<file path="src/rtl/bmp180_i2c_target_pkg.sv">
// Shared BMP180 register map constants, command codes and target FSM encoding.
package bmp180_i2c_target_pkg;

    localparam logic [7:0] REG_CHIP_ID     = 8'hD0;
    localparam logic [7:0] REG_CALIB_FIRST = 8'hAA;
    localparam logic [7:0] REG_CALIB_LAST  = 8'hBF;
    localparam logic [7:0] REG_CTRL_MEAS   = 8'hF4;
    localparam logic [7:0] REG_OUT_MSB     = 8'hF6;
    localparam logic [7:0] REG_OUT_LSB     = 8'hF7;
    localparam logic [7:0] REG_OUT_XLSB    = 8'hF8;

    localparam logic [7:0] CMD_TEMP  = 8'h2E;
    localparam logic [7:0] CMD_PRESS = 8'h34;
    localparam logic [7:0] SCO_MASK  = 8'h20;

    typedef enum logic [3:0] {
        ST_IDLE,
        ST_ADDR,
        ST_ADDR_ACK,
        ST_PTR,
        ST_PTR_ACK,
        ST_WDATA,
        ST_WDATA_ACK,
        ST_RDATA,
        ST_RACK,
        ST_WAIT_STOP
    } i2c_state_t;

    // Byte idx of the calibration image; idx 0 is register 0xAA (image MSB).
    function automatic logic [7:0] calib_byte(input logic [175:0] img, input logic [4:0] idx);
        return img[175 - 8*idx -: 8];
    endfunction

endpackage

</file>
<file path="src/rtl/bmp180_i2c_target_if.sv">
// Raw I2C pin bundle between a bus master and the BMP180 target (open-drain SDA).
interface bmp180_i2c_target_if;
    logic scl_in;
    logic sda_in;
    logic sda_oe;

    modport master (output scl_in, output sda_in, input sda_oe);
    modport slave  (input scl_in, input sda_in, output sda_oe);
endinterface

</file>
<file path="src/rtl/bmp180_i2c_target_line_sync.sv">
// Two-flop synchronizers for SCL/SDA plus edge and START/STOP strobes.
module bmp180_i2c_target_line_sync (
    input  logic clk,
    input  logic reset,
    input  logic scl_pin,
    input  logic sda_pin,
    output logic sda,
    output logic scl_rise,
    output logic scl_fall,
    output logic start,
    output logic stop
);

    logic [1:0] scl_sync;
    logic [1:0] sda_sync;
    logic       scl_q;
    logic       sda_q;
    logic       scl;

    // Idle bus is high, so reset to 1 to avoid phantom edges on release.
    always_ff @(posedge clk or negedge reset) begin
        if (!reset) begin
            scl_sync <= '1;
            sda_sync <= '1;
            scl_q    <= 1'b1;
            sda_q    <= 1'b1;
        end else begin
            scl_sync <= {scl_sync[0], scl_pin};
            sda_sync <= {sda_sync[0], sda_pin};
            scl_q    <= scl_sync[1];
            sda_q    <= sda_sync[1];
        end
    end

    assign scl      = scl_sync[1];
    assign sda      = sda_sync[1];
    assign scl_rise = scl & ~scl_q;
    assign scl_fall = ~scl & scl_q;
    assign start    = scl & scl_q & sda_q & ~sda;
    assign stop     = scl & scl_q & ~sda_q & sda;

endmodule

</file>
<file path="src/rtl/bmp180_i2c_target.sv">
// BMP180 I2C target model: register map, pointer, byte FSM and timed conversion.
module bmp180_i2c_target
    import bmp180_i2c_target_pkg::*;
#(
    parameter logic [6:0]  DEV_ADR      = 7'h77,
    parameter logic [7:0]  CHIP_ID      = 8'h55,
    parameter logic [15:0] T_CONV_TEMP  = 16'd4500,
    parameter logic [15:0] T_CONV_PRESS = 16'd4500
) (
    input  logic                      clk,
    input  logic                      reset,
    bmp180_i2c_target_if.slave        bus,
    input  logic [175:0]              calib,
    input  logic [15:0]               ut_raw,
    input  logic [23:0]               up_raw,
    output logic [7:0]                ctrl_meas,
    output logic                      conv_done
);

    logic       sda, scl_rise, scl_fall, start, stop;
    i2c_state_t state;
    logic [3:0] bit_cnt;
    logic [7:0] shift, ptr, rd_byte, rx_byte;
    logic       sda_drive;
    logic [7:0] res_msb, res_lsb, res_xlsb;
    logic [15:0] conv_cnt;
    logic       conv_press;
    logic       ctrl_wr;

    bmp180_i2c_target_line_sync u_sync (
        .clk      (clk),
        .reset    (reset),
        .scl_pin  (bus.scl_in),
        .sda_pin  (bus.sda_in),
        .sda      (sda),
        .scl_rise (scl_rise),
        .scl_fall (scl_fall),
        .start    (start),
        .stop     (stop)
    );

    assign bus.sda_oe = sda_drive;
    assign rx_byte    = {shift[6:0], sda};
    assign ctrl_wr    = (state == ST_WDATA) && scl_rise && (bit_cnt == 4'd7) &&
                        (ptr == REG_CTRL_MEAS);

    always_comb begin
        rd_byte = '0;
        case (ptr) inside
            REG_CHIP_ID:                       rd_byte = CHIP_ID;
            [REG_CALIB_FIRST:REG_CALIB_LAST]:  rd_byte = calib_byte(calib, 5'(ptr - REG_CALIB_FIRST));
            REG_CTRL_MEAS:                     rd_byte = ctrl_meas;
            REG_OUT_MSB:                       rd_byte = res_msb;
            REG_OUT_LSB:                       rd_byte = res_lsb;
            REG_OUT_XLSB:                      rd_byte = res_xlsb;
            default:                           rd_byte = '0;
        endcase
    end

    // ACK states use sda_drive as the phase: first SCL fall pulls low, second releases.
    always_ff @(posedge clk or negedge reset) begin
        if (!reset) begin
            state     <= ST_IDLE;
            bit_cnt   <= '0;
            shift     <= '0;
            ptr       <= '0;
            sda_drive <= 1'b0;
        end else if (start) begin
            state     <= ST_ADDR;
            bit_cnt   <= '0;
            sda_drive <= 1'b0;
        end else if (stop) begin
            state     <= ST_IDLE;
            sda_drive <= 1'b0;
        end else begin
            case (state)
                ST_ADDR: if (scl_rise) begin
                    shift   <= rx_byte;
                    bit_cnt <= bit_cnt + 4'd1;
                    if (bit_cnt == 4'd7) begin
                        bit_cnt <= '0;
                        state   <= (rx_byte[7:1] == DEV_ADR) ? ST_ADDR_ACK : ST_WAIT_STOP;
                    end
                end
                ST_ADDR_ACK: if (scl_fall) begin
                    if (!sda_drive) begin
                        sda_drive <= 1'b1;
                    end else if (shift[0]) begin
                        shift     <= rd_byte;
                        ptr       <= ptr + 8'd1;
                        sda_drive <= ~rd_byte[7];
                        bit_cnt   <= '0;
                        state     <= ST_RDATA;
                    end else begin
                        sda_drive <= 1'b0;
                        state     <= ST_PTR;
                    end
                end
                ST_PTR: if (scl_rise) begin
                    shift   <= rx_byte;
                    bit_cnt <= bit_cnt + 4'd1;
                    if (bit_cnt == 4'd7) begin
                        ptr     <= rx_byte;
                        bit_cnt <= '0;
                        state   <= ST_PTR_ACK;
                    end
                end
                ST_WDATA: if (scl_rise) begin
                    shift   <= rx_byte;
                    bit_cnt <= bit_cnt + 4'd1;
                    if (bit_cnt == 4'd7) begin
                        ptr     <= ptr + 8'd1;
                        bit_cnt <= '0;
                        state   <= ST_WDATA_ACK;
                    end
                end
                ST_PTR_ACK, ST_WDATA_ACK: if (scl_fall) begin
                    sda_drive <= ~sda_drive;
                    if (sda_drive) state <= ST_WDATA;
                end
                ST_RDATA: begin
                    if (scl_rise) begin
                        bit_cnt <= bit_cnt + 4'd1;
                    end else if (scl_fall) begin
                        if (bit_cnt == 4'd8) begin
                            sda_drive <= 1'b0;
                            state     <= ST_RACK;
                        end else begin
                            shift     <= {shift[6:0], 1'b0};
                            sda_drive <= ~shift[6];
                        end
                    end
                end
                ST_RACK: begin
                    if (scl_rise) begin
                        if (sda) state <= ST_WAIT_STOP;
                        else     bit_cnt <= '0;
                    end else if (scl_fall && bit_cnt == 4'd0) begin
                        shift     <= rd_byte;
                        ptr       <= ptr + 8'd1;
                        sda_drive <= ~rd_byte[7];
                        state     <= ST_RDATA;
                    end
                end
                ST_IDLE, ST_WAIT_STOP: ;
                default: state <= ST_IDLE;
            endcase
        end
    end

    always_ff @(posedge clk or negedge reset) begin
        if (!reset) begin
            ctrl_meas  <= '0;
            conv_cnt   <= '0;
            conv_press <= 1'b0;
            conv_done  <= 1'b0;
            res_msb    <= '0;
            res_lsb    <= '0;
            res_xlsb   <= '0;
        end else begin
            conv_done <= 1'b0;
            if (ctrl_wr) begin
                if (rx_byte[4:0] == CMD_TEMP[4:0]) begin
                    ctrl_meas  <= rx_byte | SCO_MASK;
                    conv_cnt   <= T_CONV_TEMP;
                    conv_press <= 1'b0;
                end else if (rx_byte[4:0] == CMD_PRESS[4:0]) begin
                    ctrl_meas  <= rx_byte | SCO_MASK;
                    conv_cnt   <= T_CONV_PRESS;
                    conv_press <= 1'b1;
                end else begin
                    ctrl_meas  <= rx_byte & ~SCO_MASK;
                end
            end else if ((ctrl_meas & SCO_MASK) != '0) begin
                conv_cnt <= conv_cnt - 16'd1;
                if (conv_cnt == 16'd1) begin
                    ctrl_meas <= ctrl_meas & ~SCO_MASK;
                    conv_done <= 1'b1;
                    if (conv_press) {res_msb, res_lsb, res_xlsb} <= up_raw;
                    else            {res_msb, res_lsb, res_xlsb} <= {ut_raw, 8'h00};
                end
            end
        end
    end

endmodule
</file>
<file path="src/flat_wrapper.sv">
// flat-port wrapper written by rule: the top's interface ports become plain ports
module bmp180_i2c_target_flat import bmp180_i2c_target_pkg::*;
#(
    parameter logic [6:0]  DEV_ADR      = 7'h77,
    parameter logic [7:0]  CHIP_ID      = 8'h55,
    parameter logic [15:0] T_CONV_TEMP  = 16'd4500,
    parameter logic [15:0] T_CONV_PRESS = 16'd4500
)
  (clk, reset, calib, ut_raw, up_raw, ctrl_meas, conv_done, bus_scl_in, bus_sda_in, bus_sda_oe);
  bmp180_i2c_target_if bus_i ();
  input  logic clk;
  input  logic reset;
  input  logic [175:0] calib;
  input  logic [15:0] ut_raw;
  input  logic [23:0] up_raw;
  output logic [7:0] ctrl_meas;
  output logic conv_done;
  input wire logic [$bits(bus_i.scl_in)-1:0] bus_scl_in;
  input wire logic [$bits(bus_i.sda_in)-1:0] bus_sda_in;
  output wire logic [$bits(bus_i.sda_oe)-1:0] bus_sda_oe;
  assign bus_i.scl_in = bus_scl_in;
  assign bus_i.sda_in = bus_sda_in;
  assign bus_sda_oe = bus_i.sda_oe;
  bmp180_i2c_target #(.DEV_ADR(DEV_ADR), .CHIP_ID(CHIP_ID), .T_CONV_TEMP(T_CONV_TEMP), .T_CONV_PRESS(T_CONV_PRESS)) u_core (.clk(clk), .reset(reset), .bus(bus_i), .calib(calib), .ut_raw(ut_raw), .up_raw(up_raw), .ctrl_meas(ctrl_meas), .conv_done(conv_done));
endmodule
</file>
<file path="config.mk">
export PLATFORM = sky130hd
export DESIGN_NAME = bmp180_i2c_target_flat
export DESIGN_NICKNAME = d
export VERILOG_FILES = /design/src/rtl/bmp180_i2c_target_pkg.sv /design/src/rtl/bmp180_i2c_target_if.sv /design/src/rtl/bmp180_i2c_target_line_sync.sv /design/src/rtl/bmp180_i2c_target.sv /design/src/flat_wrapper.sv
export SDC_FILE = /design/constraint.sdc
export NUM_CORES = 1
export LEC_CHECK = 0
export CORE_MARGIN = 3
export CORE_UTILIZATION = 47
export CTS_CLUSTER_SIZE = 28
export DETAILED_ROUTE_END_ITERATION = 12
export PLACE_DENSITY = 0.83
export SYNTH_ARGS = -nofsm -noshare
export SYNTH_HDL_FRONTEND = slang
export SYNTH_HIERARCHICAL = 1
export SYNTH_SLANG_ARGS = --single-unit
</file>
<file path="constraint.sdc">
create_clock -name clk -period 3.8 [get_ports clk]
set_input_delay 0.76 -clock clk [delete_from_list [all_inputs] [get_ports clk]]
set_output_delay 0.76 -clock clk [all_outputs]
set_load 0.05 [all_outputs]
</file>
==> results.json, run 1 <==
{
  "synth-edff-count": 0,
  "cts_hold_buf": 0,
  "hold_slack_ps": 370,
  "ant_nets": 0,
  "crit_start": "u_core/u_sync/scl_q$_DFF_PN1_",
  "finalCritPeriodShare": 0.779,
  "syn_to_final_growth_pct": 40.7,
  "route.detailed.drc": 0,
  "path_clk_slew_ps": 60,
  "clock_sinks": 80,
  "cts.repair.resized": 0,
  "cap_viol_max_count": 0,
  "reg2reg_from": "u_core/u_sync/scl_q$_DFF_PN1_",
  "via_per_inst": 6.12,
  "synthCells": 735,
  "dieArea_um2": 15500,
  "fin_skew_ps": 7.43,
  "portBuffers": 229,
  "gp_congestion": 0.974,
  "ys_top_cells_by_area": "dfrtp_1, mux4_2, mux2i_1, nand2_1, o21ai_0",
  "layout_common_cells": "clkdlybuf4s50_1, nand2_1, dfrtp_1, nor2_1, o21ai_0",
  "cts-root-buf": "clkbuf_16",
  "core_area_um2": 13500,
  "layout_commonest_cell": "clkdlybuf4s50_1",
  "critPathCapture": "u_core/ptr[4]$_DFFE_PN0P_",
  "antenna_found_initial": 1,
  "finalSetupViolCount": 0,
  "cts_setup_buffers": 0,
  "finalMaxSlewViolations": 0,
  "totalPowerFinal_mw": 4.78,
  "relSlewSlack": 0.250,
  "gr-total-overflow": 0,
  "die_w_um": 125,
  "r2r_cells": 7,
  "hp-class": "register to register",
  "start_kind": "register",
  "status": "finished, final reports clean",
  "cts_buffers": 9,
  "ys_seq_area_frac": 0.304,
  "drive_above_1_share": 0.109,
  "drt_iter0_drc": 1020,
  "arrival_ps": 3190,
  "required_ps": 4030,
  "cts_tree": "done",
  "dp_cells": 1098,
  "critPathMaxStageDelay_ps": 940,
  "tns_ps": 0,
  "fp-row-count": 42,
  "clk_latency_ps": 340,
  "nets": 1163,
  "post_dp_cell_area_um2": 8980,
  "rsz0062_at_grt": "no",
  "avgSynthCellArea_um2": 8.98,
  "hpwl_mm": 17.4,
  "ios": 230,
  "period_minus_slack_ps": 2960,
  "worstPathCellList": "nor2b_1 > nand4bb_1 > o21ai_0 > nand3_1 > a211oi_2 > o21ai_0 > a22o_1",
  "path_class": "register to register",
  "slowest_stage": "a211oi_2",
  "synth-seq-cells": 80,
  "powerDensity_nw_per_um2": 515,
  "grt_max_degree": 81,
  "ir_worst_vdd_mv": 0.284,
  "synth_ff_type": "dfrtp_1",
  "yosys.area.top_type_share": 0.280,
  "dr.pass1.iters": 6,
  "die_h_um": 125,
  "hold_path_depth": 0,
  "critPathMostFrequentCell": "o21ai_0",
  "postLayoutCellArea_um2": 9290,
  "ff2ff_setup_slack_ps": 840,
  "syn-cell-area_um2": 6600,
  "grt_pass1_vias": 6390,
  "yosys_warnings": 6,
  "wl_mm": 22.4,
  "wire_per_inst_um": 20.1,
  "p_leak_nw": 3.64,
  "initial_core_util": 0.489,
  "synth.largest_area_cell": "dfrtp_1",
  "stdcell_count": 1115,
  "hold_viol_final": 0,
  "ctsHtreeMaxLevel": 3,
  "fmax_mhz": 338,
  "endpoint_kind": "register",
  "grt_pass1_wl_mm": 35.2,
  "worst_pin_slew_ps": 1120,
  "track_usage": 0.281,
  "cts_max_path_buffers": 2,
  "yosysUniqueCellTypes": 74,
  "dr_total_vias": 6822,
  "reg2reg_to": "u_core/ptr[4]$_DFFE_PN0P_",
  "crit_path_max_fanout": 17,
  "async_flop_share": 1.00,
  "synth_nets": 965
}
flip-flops by register name, indices dropped and copies added (netlist names):
register / cells
u_core/bit_cnt: 4
u_core/bus.sda_oe: 1
u_core/conv_cnt: 16
u_core/conv_done: 1
u_core/conv_press: 1
u_core/ctrl_meas: 8
u_core/ptr: 8
u_core/res_lsb: 8
u_core/res_msb: 8
u_core/res_xlsb: 8
u_core/shift: 7
u_core/state: 4
u_core/u_sync/scl_q: 1
u_core/u_sync/scl_sync: 2
u_core/u_sync/sda_q: 1
u_core/u_sync/sda_sync: 2
where the power goes:
part | switching (mW) | internal [mW]
registers | 0.148 | 0.926
clock network | 0.355 | 0.532
logic | 1.53 | 1.30
total | 2.03 | 2.76
routing by layer:
layer	up-vias	global-route usage	routed length, um
met5	-	0	15
met4	2	0.0606	435
met3	46	0.0695	2170
met2	368	0.442	10600
met1	3239	0.395	9170
li1	3167	-	-
cells in the mapped netlist (8+ instances only):
library cell and instances:
dfrtp_1 74, clkbuf_1 33, o211ai_1 11, nor3_1 10, ha_1 10, o21ai_0 48
mux2_2 9, mux2i_1 38, nand3_1 15, inv_1 19, o21ai_1 16, mux4_2 36
nor2_1 51, a31oi_1 8, o22ai_1 15, nor2b_1 11, nand2_1 96, a21oi_1 36
a22oi_1 20, buf_2 14, nand2b_1 13, xnor2_1 10
critical path: cells and delay by family, from the launching register on:
kind	cells	cell delay, ps
AOI/OAI and AO/OA	4	1640
DFF	1	540
and+or+nand+nor	3	680
layout make-up:
class / count / area (um2)
Inverter: 19 / 71.3
Clock inverter: 5 / 63.8
Antenna cell: 1 / 2.50
Clock buffer: 11 / 243
Fill cell: 1078 / 4210
Sequential cell: 80 / 2010
Tap cell: 176 / 220
Timing Repair Buffer: 243 / 2390
Multi-Input combinational cell: 580 / 4290
cells by family after synthesis:
family	after synthesis	share of synthesized area
AOI/OAI and AO/OA	208	0.204
xor gates and xnor gates	13	0.0172
adders and majority gates	10	0.0189
buffers and inverters	75	0.0472
DFF	80	0.304
muxes	83	0.196
and+or+nand+nor	266	0.213
worst min-delay path by stage:
stage | endpoint | from | slack, ps
after floorplan | u_core/u_sync/scl_sync[1]$_DFF_PN1_ | u_core/u_sync/scl_sync[0]$_DFF_PN1_ | 350
after global placement | u_core/u_sync/scl_sync[1]$_DFF_PN1_ | u_core/u_sync/scl_sync[0]$_DFF_PN1_ | 370
after detailed placement | u_core/u_sync/sda_sync[1]$_DFF_PN1_ | u_core/u_sync/sda_sync[0]$_DFF_PN1_ | 370
after CTS | u_core/u_sync/sda_sync[1]$_DFF_PN1_ | u_core/u_sync/sda_sync[0]$_DFF_PN1_ | 380
after global routing | u_core/u_sync/sda_sync[1]$_DFF_PN1_ | u_core/u_sync/sda_sync[0]$_DFF_PN1_ | 390
final | u_core/u_sync/sda_sync[1]$_DFF_PN1_ | u_core/u_sync/sda_sync[0]$_DFF_PN1_ | 370
metrics by stage:
stage	utilization	setup WS [ps]
6_report	0.688	838
5_1_grt	0.688	532
4_1_cts	0.688	891
3_5_place_dp	0.665	920
3_3_place_gp	0.665	1020
2_1_floorplan	-	523
Note: power is estimated with default switching activity, not from simulation.
==> inputs of run 2 (changes only) <==
==> constraint.sdc (replaced) <==
create_clock -name clk -period 2.73 [get_ports clk]
set_input_delay 0.546 -clock clk [delete_from_list [all_inputs] [get_ports clk]]
set_output_delay 0.546 -clock clk [all_outputs]
set_load 0.05 [all_outputs]
==> run 2 against run 1 <==
Critical path depth shrank 1. Non-clock buffer count rose by 24. Sequential share of layout area down 0.69 points. Global-route usage increased by 1.3 points. Die area is the same. Critical endpoint is now u_core/state[3]$_DFFE_PN0P_. Largest cell class unchanged. Largest power group unchanged.
==> results.json, run 2 (synthesized netlist as in run 1, its figures left out) <==
{
  "hold_slack_ps": 188,
  "drive_above_1_share": 0.141,
  "ctsHtreeMaxLevel": 3,
  "ir_worst_vdd_mv": 0.698,
  "cts_buffers": 9,
  "crit_path_max_fanout": 17,
  "grt_pass1_wl_mm": 36.3,
  "hp-class": "primary input to async pin",
  "totalPowerFinal_mw": 7.07,
  "layout_common_cells": "clkdlybuf4s50_1, nand2_1, dfrtp_1, nor2_1, o21ai_0",
  "endpoint_kind": "register",
  "cts_tree": "done",
  "wire_per_inst_um": 20.7,
  "dr.pass1.iters": 6,
  "layout_commonest_cell": "clkdlybuf4s50_1",
  "clkPwrFrac": 0.194,
  "required_ps": 2960,
  "cts-root-buf": "clkbuf_16",
  "syn_to_final_growth_pct": 45.3,
  "dieArea_um2": 15500,
  "largest_reg_flops": 16,
  "finalSetupViolCount": 0,
  "internal_power_mw": 4.11,
  "arrival_ps": 2710,
  "cts_max_path_buffers": 2,
  "relSlewSlack": 0.370,
  "fp-row-count": 42,
  "combinationalPowerShare": 0.597,
  "rsz0062_at_grt": "no",
  "cp.buffers_inverters": 1,
  "grt_max_degree": 50,
  "status": "finished, final reports clean",
  "drt_iter0_drc": 810,
  "antenna_found_initial": 2,
  "die_w_um": 125,
  "initial_core_util": 0.489,
  "ant_nets": 0,
  "critPathMaxStageDelay_ps": 660,
  "clk_latency_ps": 350,
  "powerDensity_nw_per_um2": 736,
  "portBuffers": 229,
  "dp_slack_ps": 187,
  "diodes": 0,
  "crit_family": "compound AO/OA/AOI/OAI gates",
  "swShare": 0.419,
  "track_usage": 0.294,
  "pwr-share-seq": 0.209,
  "nets": 1187,
  "cap_viol_max_count": 0,
  "path_class": "register to register",
  "finalCritPeriodShare": 0.909,
  "setup_ws_ps": 247,
  "die_h_um": 125,
  "dr_total_vias": 6950,
  "tns_ps": 0,
  "worst_pin_slew_ps": 945,
  "clock_sinks": 80,
  "power_switching_mw": 2.96,
  "hold_viol_final": 0,
  "via_per_inst": 6.11,
  "wl_mm": 23.6,
  "p_leak_nw": 3.80,
  "core_area_um2": 13500,
  "cts_setup_buffers": 0,
  "period_minus_slack_ps": 2480,
  "fin_skew_ps": 5.87,
  "hpwl_mm": 18.5,
  "start_kind": "register",
  "gp_congestion": 0.959,
  "slowest_stage": "dfrtp_1",
  "worstPathCellList": "buf_4 > mux2i_1 > a32oi_1 > o22ai_1 > o41ai_2 > mux2_2",
  "grt_pass1_vias": 6758,
  "ios": 230,
  "largest-register": "u_core/conv_cnt",
  "cts.repair.resized": 0,
  "gr-total-overflow": 0,
  "cts_hold_buf": 0,
  "finalMaxSlewViolations": 0,
  "fillerInstances": 1040,
  "route.detailed.drc": 0,
  "path_clk_slew_ps": 70,
  "fmax_mhz": 403
}
run 2: changes by cell type in the layout (fill, tap and decap cells not counted), sizes merged:
cell      change
buf          +24
bufinv        +1
clkbuf        -1
clkinv        -1
clkinvlp      -1
diode         -1
inv           +2
run 2: per-stage QoR:
stage | cells | util | area, um2
after floorplan | 735 | - | 6710
after global placement | 1122 | 0.685 | 9250
after detailed placement | 1122 | 0.685 | 9250
after CTS | 1138 | 0.710 | 9590
after global routing | 1138 | 0.711 | 9600
final | 1138 | 0.711 | 9600
run 2: area by class of cell:
cell class | instances | area (um2) | area share
well taps | 176 | 220 | 0.0229
multi-input cells | 580 | 4350 | 0.453
flip-flops and latches | 80 | 2010 | 0.210
inverters | 19 | 71.3 | 0.00743
clock inverters | 6 | 97.6 | 0.0102
clock buffers | 10 | 239 | 0.0249
repair buffers | 267 | 2610 | 0.272
run 2: metal layers:
layer | routed length (um) | global-route usage
met5 | 25 | 0
met4 | 927 | 0.122
met2 | 11500 | 0.495
met1 | 9170 | 0.361
met3 | 1920 | 0.0733
run 2: worst paths after layout:
| kind | start | end | slack (ps) | depth (start not counted) |
|---|---|---|---|---|
| setup / recovery | u_core/state[0]$_DFFE_PN0P_ | u_core/state[3]$_DFFE_PN0P_ | 250 | 6 |
| hold / removal | reset | u_core/conv_cnt[14]$_DFFE_PN0P_ | 190 | 1 |
| setup reg to reg | u_core/state[0]$_DFFE_PN0P_ | u_core/state[3]$_DFFE_PN0P_ | 250 | 6 |
| hold reg to reg | u_core/u_sync/sda_sync[0]$_DFF_PN1_ | u_core/u_sync/sda_sync[1]$_DFF_PN1_ | 360 | 0 |
| max in group asynchronous | reset | u_core/u_sync/scl_q$_DFF_PN1_ | 1900 | 2 |
| min in group clk | u_core/u_sync/sda_sync[0]$_DFF_PN1_ | u_core/u_sync/sda_sync[1]$_DFF_PN1_ | 360 | 0 |
run 2: power by group through the flow:
| stage | Sequential, mW | Combinational (mW) | Clock [mW] |
|---|---|---|---|
| 2_1_floorplan | 1.42 | 3.02 | 0 |
| 3_3_place_gp | 1.48 | 4.06 | 0 |
| 3_5_place_dp | 1.48 | 4.11 | 0 |
| 4_1_cts | 1.46 | 4.15 | 1.38 |
| 5_1_grt | 1.49 | 4.52 | 1.44 |
| 6_report | 1.47 | 4.22 | 1.37 |
==> inputs of run 3 (changes only) <==
--- a/config.mk
+++ b/config.mk
@@ -5,6 +5,7 @@
 export SDC_FILE = /design/constraint.sdc
 export NUM_CORES = 1
 export LEC_CHECK = 0
+export ABC_CLOCK_PERIOD_IN_PS = 2730
 export CORE_MARGIN = 3
 export CORE_UTILIZATION = 47
 export CTS_CLUSTER_SIZE = 28
==> results of run 3 <==
Final layout, timing and power as in run 2 (identical DEF).
